File: config.mk
export PLATFORM = sky130hd
export DESIGN_NAME = enigma_rotor_stage
export DESIGN_NICKNAME = d
export VERILOG_FILES = /design/src/rtl/enigma_pkg.sv /design/src/rtl/enigma_rotor_map.sv /design/src/rtl/enigma_rotor_stage.sv
export SDC_FILE = /design/constraint.sdc
export NUM_CORES = 1
export LEC_CHECK = 0
export ABC_CLOCK_PERIOD_IN_PS = 47300
export BUFFER_PORTS_ARGS = -buffer_cell sky130_fd_sc_hd__buf_2
export CAP_MARGIN = 20
export CELL_PAD_IN_SITES_DETAIL_PLACEMENT = 1
export CELL_PAD_IN_SITES_GLOBAL_PLACEMENT = 2
export CORE_UTILIZATION = 41
export CTS_CLUSTER_SIZE = 24
export DETAILED_ROUTE_END_ITERATION = 7
export GPL_TIMING_DRIVEN = 0
export PLACE_DENSITY = 0.95
export SYNTH_ARGS = -nofsm -noshare
export SYNTH_HDL_FRONTEND = slang
export SYNTH_HIERARCHICAL = 1
export SYNTH_SLANG_ARGS = --single-unit
File: constraint.sdc
create_clock -name clk -period 47.3 [get_ports clk]
set_input_delay 11.825 -clock clk [delete_from_list [all_inputs] [get_ports clk]]
set_output_delay 11.825 -clock clk [all_outputs]
set_load 0.02 [all_outputs]
File: src/rtl/enigma_pkg.sv
// enigma_pkg: shared types, historical wiring tables and mod-26 helpers
// for the Enigma rotor/reflector datapath.
package enigma_pkg;

    typedef logic [4:0] alpha_t;
    typedef alpha_t [0:25] wiring_t;

    typedef enum logic [1:0] {
        IDLE,
        MAP,
        OUT
    } state_t;

    localparam int NUM_ROTORS = 5;

    function automatic wiring_t str2wiring(input logic [8*26-1:0] s);
        wiring_t w;
        w = '0;
        for (int i = 0; i < 26; i++) begin
            w[i] = alpha_t'(s[8*(25-i) +: 8] - 8'd65);
        end
        return w;
    endfunction

    function automatic wiring_t invert(input wiring_t w);
        wiring_t v;
        v = '0;
        for (int i = 0; i < 26; i++) begin
            v[w[i]] = alpha_t'(i);
        end
        return v;
    endfunction

    function automatic alpha_t add26(input alpha_t a, input alpha_t b);
        logic [5:0] t;
        t = {1'b0, a} + {1'b0, b};
        return (t >= 6'd26) ? alpha_t'(t - 6'd26) : alpha_t'(t);
    endfunction

    function automatic alpha_t sub26(input alpha_t a, input alpha_t b);
        logic [5:0] t;
        t = {1'b0, a} + 6'd26 - {1'b0, b};
        return (t >= 6'd26) ? alpha_t'(t - 6'd26) : alpha_t'(t);
    endfunction

    localparam wiring_t ROTOR_FWD [NUM_ROTORS] = '{
        str2wiring("EKMFLGDQVZNTOWYHXUSPAIBRCJ"),
        str2wiring("AJDKSIRUXBLHWTMCQGZNPYFVOE"),
        str2wiring("BDFHJLCPRTXVZNYEIWGAKMUSQO"),
        str2wiring("ESOVPZJAYQUIRHXLNFTGKDCMWB"),
        str2wiring("VZBRGITYUPSDNHLXAWMJQOFECK")
    };

    localparam wiring_t ROTOR_INV [NUM_ROTORS] = '{
        invert(ROTOR_FWD[0]),
        invert(ROTOR_FWD[1]),
        invert(ROTOR_FWD[2]),
        invert(ROTOR_FWD[3]),
        invert(ROTOR_FWD[4])
    };

    localparam alpha_t ROTOR_NOTCH [NUM_ROTORS] = '{
        5'd16, 5'd4, 5'd21, 5'd9, 5'd25
    };

    localparam wiring_t REFLECTOR_B =
        str2wiring("YRUHQSLDPXNGOKMIEBFZCWVJAT");

endpackage

File: src/rtl/enigma_rotor_map.sv
// enigma_rotor_map: one rotor's substitution, either direction,
// compensated for rotor offset (position minus ring setting).
module enigma_rotor_map
    import enigma_pkg::*;
#(
    parameter int ROTOR = 0
) (
    input  logic       i_rev,
    input  logic [4:0] i_char,
    input  logic [4:0] i_pos,
    input  logic [4:0] i_ring,
    output logic [4:0] o_char
);

    alpha_t w_shift;
    alpha_t w_idx;
    alpha_t w_wired;

    assign w_shift = sub26(i_pos, i_ring);
    assign w_idx   = add26(i_char, w_shift);
    assign w_wired = i_rev ? ROTOR_INV[ROTOR][w_idx]
                           : ROTOR_FWD[ROTOR][w_idx];
    assign o_char  = sub26(w_wired, w_shift);

endmodule

File: src/rtl/enigma_rotor_stage.sv
// enigma_rotor_stage: three-rotor Enigma core with reflector B.
// Steps rotors on accept, maps the letter, hands it off downstream.
module enigma_rotor_stage
    import enigma_pkg::*;
#(
    parameter int LEFT_ROTOR  = 0,
    parameter int MID_ROTOR   = 1,
    parameter int RIGHT_ROTOR = 2
) (
    input  logic       clk,
    input  logic       rst_n,
    input  logic [4:0] char_in,
    input  logic       in_valid,
    output logic       in_ready,
    output logic [4:0] char_out,
    output logic       out_valid,
    input  logic       out_ready,
    input  logic       cfg_we,
    input  logic [4:0] cfg_pos_l,
    input  logic [4:0] cfg_pos_m,
    input  logic [4:0] cfg_pos_r,
    input  logic [4:0] cfg_ring_l,
    input  logic [4:0] cfg_ring_m,
    input  logic [4:0] cfg_ring_r,
    output logic       cfg_err,
    output logic [4:0] pos_l,
    output logic [4:0] pos_m,
    output logic [4:0] pos_r
);

    state_t r_state;
    state_t w_next;

    logic   w_in_ready;
    logic   w_accept;
    logic   w_cfg_take;
    logic   w_cfg_bad;
    logic   w_bypass_in;
    logic   w_step_m;
    logic   w_step_l;

    alpha_t r_pos_l;
    alpha_t r_pos_m;
    alpha_t r_pos_r;
    alpha_t r_ring_l;
    alpha_t r_ring_m;
    alpha_t r_ring_r;
    alpha_t r_char;
    logic   r_bypass;
    alpha_t r_char_out;
    logic   r_out_valid;
    logic   r_cfg_err;

    alpha_t w_map_in;
    alpha_t w_rf;
    alpha_t w_mf;
    alpha_t w_lf;
    alpha_t w_refl;
    alpha_t w_lr;
    alpha_t w_mr;
    alpha_t w_rr;

    assign w_accept    = w_in_ready & in_valid;
    assign w_cfg_take  = cfg_we & (r_state == IDLE);
    assign w_bypass_in = (char_in > 5'd25);
    assign w_cfg_bad   = (cfg_pos_l  > 5'd25) | (cfg_pos_m  > 5'd25) |
                         (cfg_pos_r  > 5'd25) | (cfg_ring_l > 5'd25) |
                         (cfg_ring_m > 5'd25) | (cfg_ring_r > 5'd25);

    // Middle rotor double-steps on its own notch; left follows it.
    assign w_step_l = (r_pos_m == ROTOR_NOTCH[MID_ROTOR]);
    assign w_step_m = (r_pos_r == ROTOR_NOTCH[RIGHT_ROTOR]) | w_step_l;

    // State register.
    always_ff @(posedge clk) begin
        if (!rst_n) begin
            r_state <= IDLE;
        end else begin
            r_state <= w_next;
        end
    end

    // Next-state and handshake decode; config steals the IDLE slot.
    always_comb begin
        w_next     = r_state;
        w_in_ready = 1'b0;
        unique case (r_state)
            IDLE: begin
                w_in_ready = ~cfg_we;
                if (in_valid && !cfg_we) begin
                    w_next = MAP;
                end
            end
            MAP: begin
                w_next = OUT;
            end
            OUT: begin
                if (out_ready) begin
                    w_next = IDLE;
                end
            end
            default: begin
                w_next = IDLE;
            end
        endcase
    end

    // Rotor positions, ring settings and config error pulse.
    always_ff @(posedge clk) begin
        if (!rst_n) begin
            r_pos_l   <= '0;
            r_pos_m   <= '0;
            r_pos_r   <= '0;
            r_ring_l  <= '0;
            r_ring_m  <= '0;
            r_ring_r  <= '0;
            r_cfg_err <= 1'b0;
        end else begin
            r_cfg_err <= 1'b0;
            if (w_cfg_take) begin
                if (w_cfg_bad) begin
                    r_cfg_err <= 1'b1;
                end else begin
                    r_pos_l  <= cfg_pos_l;
                    r_pos_m  <= cfg_pos_m;
                    r_pos_r  <= cfg_pos_r;
                    r_ring_l <= cfg_ring_l;
                    r_ring_m <= cfg_ring_m;
                    r_ring_r <= cfg_ring_r;
                end
            end else if (w_accept && !w_bypass_in) begin
                r_pos_r <= add26(r_pos_r, 5'd1);
                if (w_step_m) begin
                    r_pos_m <= add26(r_pos_m, 5'd1);
                end
                if (w_step_l) begin
                    r_pos_l <= add26(r_pos_l, 5'd1);
                end
            end
        end
    end

    // Capture the incoming letter and whether it bypasses the rotors.
    always_ff @(posedge clk) begin
        if (!rst_n) begin
            r_char   <= '0;
            r_bypass <= 1'b0;
        end else if (w_accept) begin
            r_char   <= char_in;
            r_bypass <= w_bypass_in;
        end
    end

    // Out-of-range codes never reach the tables.
    assign w_map_in = r_bypass ? '0 : r_char;

    enigma_rotor_map #(.ROTOR(RIGHT_ROTOR)) u_r_fwd (
        .i_rev  (1'b0),
        .i_char (w_map_in),
        .i_pos  (r_pos_r),
        .i_ring (r_ring_r),
        .o_char (w_rf)
    );

    enigma_rotor_map #(.ROTOR(MID_ROTOR)) u_m_fwd (
        .i_rev  (1'b0),
        .i_char (w_rf),
        .i_pos  (r_pos_m),
        .i_ring (r_ring_m),
        .o_char (w_mf)
    );

    enigma_rotor_map #(.ROTOR(LEFT_ROTOR)) u_l_fwd (
        .i_rev  (1'b0),
        .i_char (w_mf),
        .i_pos  (r_pos_l),
        .i_ring (r_ring_l),
        .o_char (w_lf)
    );

    assign w_refl = REFLECTOR_B[w_lf];

    enigma_rotor_map #(.ROTOR(LEFT_ROTOR)) u_l_rev (
        .i_rev  (1'b1),
        .i_char (w_refl),
        .i_pos  (r_pos_l),
        .i_ring (r_ring_l),
        .o_char (w_lr)
    );

    enigma_rotor_map #(.ROTOR(MID_ROTOR)) u_m_rev (
        .i_rev  (1'b1),
        .i_char (w_lr),
        .i_pos  (r_pos_m),
        .i_ring (r_ring_m),
        .o_char (w_mr)
    );

    enigma_rotor_map #(.ROTOR(RIGHT_ROTOR)) u_r_rev (
        .i_rev  (1'b1),
        .i_char (w_mr),
        .i_pos  (r_pos_r),
        .i_ring (r_ring_r),
        .o_char (w_rr)
    );

    // Register the mapped letter in MAP, hold it until taken in OUT.
    always_ff @(posedge clk) begin
        if (!rst_n) begin
            r_char_out  <= '0;
            r_out_valid <= 1'b0;
        end else if (r_state == MAP) begin
            r_char_out  <= r_bypass ? r_char : w_rr;
            r_out_valid <= 1'b1;
        end else if (r_state == OUT && out_ready) begin
            r_out_valid <= 1'b0;
        end
    end

    assign in_ready  = w_in_ready & rst_n;
    assign char_out  = r_char_out;
    assign out_valid = r_out_valid;
    assign cfg_err   = r_cfg_err;
    assign pos_l     = r_pos_l;
    assign pos_m     = r_pos_m;
    assign pos_r     = r_pos_r;

endmodule

==> flow_summary_export.csv <==
group,metric,value,unit
setup_path,cp_top_family,"compound AO/OA/AOI/OAI gates",
placed_design,dp.cells,2184,
status,violations,"design-rule violations",
synth,synthesis.area,12980,um2
floorplanning,coreArea,30830,um2
clock_network,cts-root-buf,"clkbuf_16",
floorplanning,io_pins,63,
final_layout,final_common_cell,"ha_1",
timing,worst_slew_pin_slew,0.9592,ns
synth,synth-main-ff-cell,"dfxtp_1",
timing,setup_viol,0,
timing,hold_violations,0,
placed_design,place_congestion,0.8998,
grt,antenna_found_initial,9,
setup_path,slowest_stage,"mux2i_1",
status,status,"finished with violations",
final_layout,num-nets-final,2078,
timing,min_period,34.13,ns
routing,vias_per_cell,5.852,
grt,grt_pass1_vias,13120,
placed_design,dp.final_hpwl,31.47,mm
synth,async_reset_ff_frac,0,
setup_path,end_kind,"flop",
timing,finClkSkew,0.005344,ns
synth,seq_area_frac_synth,0.06942,
grt,grt_max_degree,13,
routing,drt-total-wl,38.72,mm
setup_path,crit_top_cell,"ha_1",
clock_network,clock_latency,0.30,ns
clock_network,cts.sinks,45,
clock_network,cts-resized-gates,0,
clock_network,cts.htree.levels,2,
setup_path,crit_fanout,10,
timing,relSlewSlack,0.3422,
timing,rsz0062_at_grt,"false",
timing,setup_tns,0,ns
clock_network,cts_buffers,5,
routing,vias,12860,
flow_run,cap_violations,0,
floorplanning,die_area,32360,um2
grt,grt_first_pass_wirelength,64.38,mm
placed_design,place_area,13820,um2
clock_network,holdBufCountCts,0,
setup_path,crit_path_start_kind,"flop",
setup_path,path_class,"reg -> reg",
synth,synth_edf_count,0,
grt,grtUsageTotal,0.2344,
synth,ys_seq_elements,45,
floorplanning,die_y,179.9,um
clock_network,cts_tree,"done",
timing,timing.hold.ws,0.5025,ns
grt,overflow,0,
timing,fin_crit_sh,0.7215,
final_layout,layoutNonFillerInstCount,2197,
hold_path,min_path_type,"reg -> reg",
routing,first_iter_violations,593,
final_layout,areaGrowthSynthToFinish,7.627,%
synth,ys_types,119,
final_layout,finalInstanceArea,13970,um2
clock_network,post_cts.repair.setup_buffers,0,
setup_path,cpPeakStageDelay,0.62,ns
routing,firstDrtPassIters,7,
synth,synth.avg_cell_area,7.562,um2
synth,syn_inst,1716,
timing,slew_violations,0,
setup_path,cp.buffers_inverters,21,
timing,fmax,0.02930,GHz
clock_network,cts.clk_slew.worst_paths,0.06,ns
setup_path,cp.required,47.51,ns
setup_path,cp_data_arrival_time,34.33,ns
final_layout,layout-drive-gt1-share,0.1070,
floorplanning,initial_core_util,0.4209,
placed_design,portBuffers,61,
floorplanning,die_w,179.9,um
routing,wl_per_cell,17.63,um
final_layout,mostFrequentLayoutCells,"225 x ha_1, 215 x inv_1, 132 x a21oi_1",
floorplanning,rows,64,
routing,ant_nets,0,
clock_network,cts_buffer_depth,2,
routing,drc_errors,8,
synth,synth_warnings,6,
kinds of logic (layout without fill, tap and decap cells):
| family | count (synthesis) | in the layout | synth area share |
|---|---|---|---|
| simple gates | 444 | 444 | 0.1680 |
| other cells | 2 | 20 | 0.0005788 |
| buf+inv | 283 | 350 | 0.09141 |
| compound gates | 525 | 525 | 0.2868 |
| fa+ha+maj | 243 | 243 | 0.2447 |
| mux | 80 | 80 | 0.06711 |
| xor+xnor | 94 | 94 | 0.07203 |
| flops | 45 | 45 | 0.06942 |
synthesized netlist by cell type, types with 8 or more instances:
| master | instances | share of area |
|---|---|---|
| fa_1 | 18 | 0.028 |
| nor3_1 | 26 | 0.010 |
| xor2_1 | 21 | 0.014 |
| nor2b_1 | 18 | 0.0087 |
| a211oi_1 | 21 | 0.012 |
| mux2_2 | 9 | 0.0078 |
| buf_6 | 9 | 0.0078 |
| o21ai_0 | 77 | 0.030 |
| o211ai_1 | 31 | 0.018 |
| o21ai_1 | 14 | 0.0054 |
| and2_1 | 14 | 0.0067 |
| ha_1 | 225 | 0.22 |
| nand2_1 | 120 | 0.035 |
| a21o_1 | 35 | 0.020 |
| a21oi_1 | 132 | 0.051 |
| a311oi_1 | 12 | 0.0081 |
| nand2b_1 | 23 | 0.011 |
| mux2i_1 | 65 | 0.050 |
| o22ai_1 | 13 | 0.0063 |
| a32oi_1 | 8 | 0.0054 |
| or3_1 | 13 | 0.0063 |
| dfxtp_1 | 45 | 0.069 |
| buf_2 | 18 | 0.0069 |
| clkbuf_1 | 30 | 0.0087 |
| o21ai_2 | 9 | 0.0061 |
| xnor2_1 | 62 | 0.042 |
| nand3_1 | 53 | 0.020 |
| o21a_1 | 11 | 0.0064 |
| inv_1 | 215 | 0.062 |
| a31oi_1 | 23 | 0.011 |
| o32ai_1 | 8 | 0.0054 |
| nor2_1 | 124 | 0.036 |
| o31ai_1 | 8 | 0.0046 |
sequential cells by signal, indices dropped and copies added, names as in the netlist:
signal     cells
char_out       5
pos_l          5
pos_m          5
pos_r          5
r_char         5
r_ring_l       5
r_ring_m       5
r_ring_r       5
r_state        2
cfg_err        1
out_valid      1
r_bypass       1
path summary, 6_finish.rpt:
check             slack, ns  depth (start not counted)          end        start
hold reg to reg        0.50                          2  char_out[2]  char_out[2]
setup / recovery      13.17                        147  char_out[2]     pos_r[1]
setup reg to reg      13.17                        147  char_out[2]     pos_r[1]
hold / removal         0.50                          2  char_out[2]  char_out[2]
per-layer routing:
metal	routed length [um]	GRT usage
met3	1311	0.02330
met1	18020	0.3072
met4	908	0.06448
met5	27	0
met2	18460	0.4062
cell type report:
cell class	instances	area (um2)
fillers	3905	16860
multi-input cells	1399	10930
flip-flops and latches	45	900.9
inverters	217	814.5
well taps	396	495.5
plain buffers	66	371.6
repair buffers	61	305.3
clock buffers	5	125.1
diodes	7	17.52
clock inverters	1	5.005
stage by stage:
step           setup slack [ns]    util
6_report                  13.17  0.4530
5_1_grt                   10.53  0.4529
4_1_cts                   13.21  0.4524
3_5_place_dp              13.38  0.4482
3_3_place_gp              14.43  0.4482
2_1_floorplan             18.37       -
worst min-delay path, stage by stage (launching register included):
cell      delay [ns]
dfxtp_1         0.31
nor2_1          0.09
a211oi_1        0.05
Power is not shown: default switching activity piles up to over one toggle a cycle in this logic, so the estimate is an artifact.
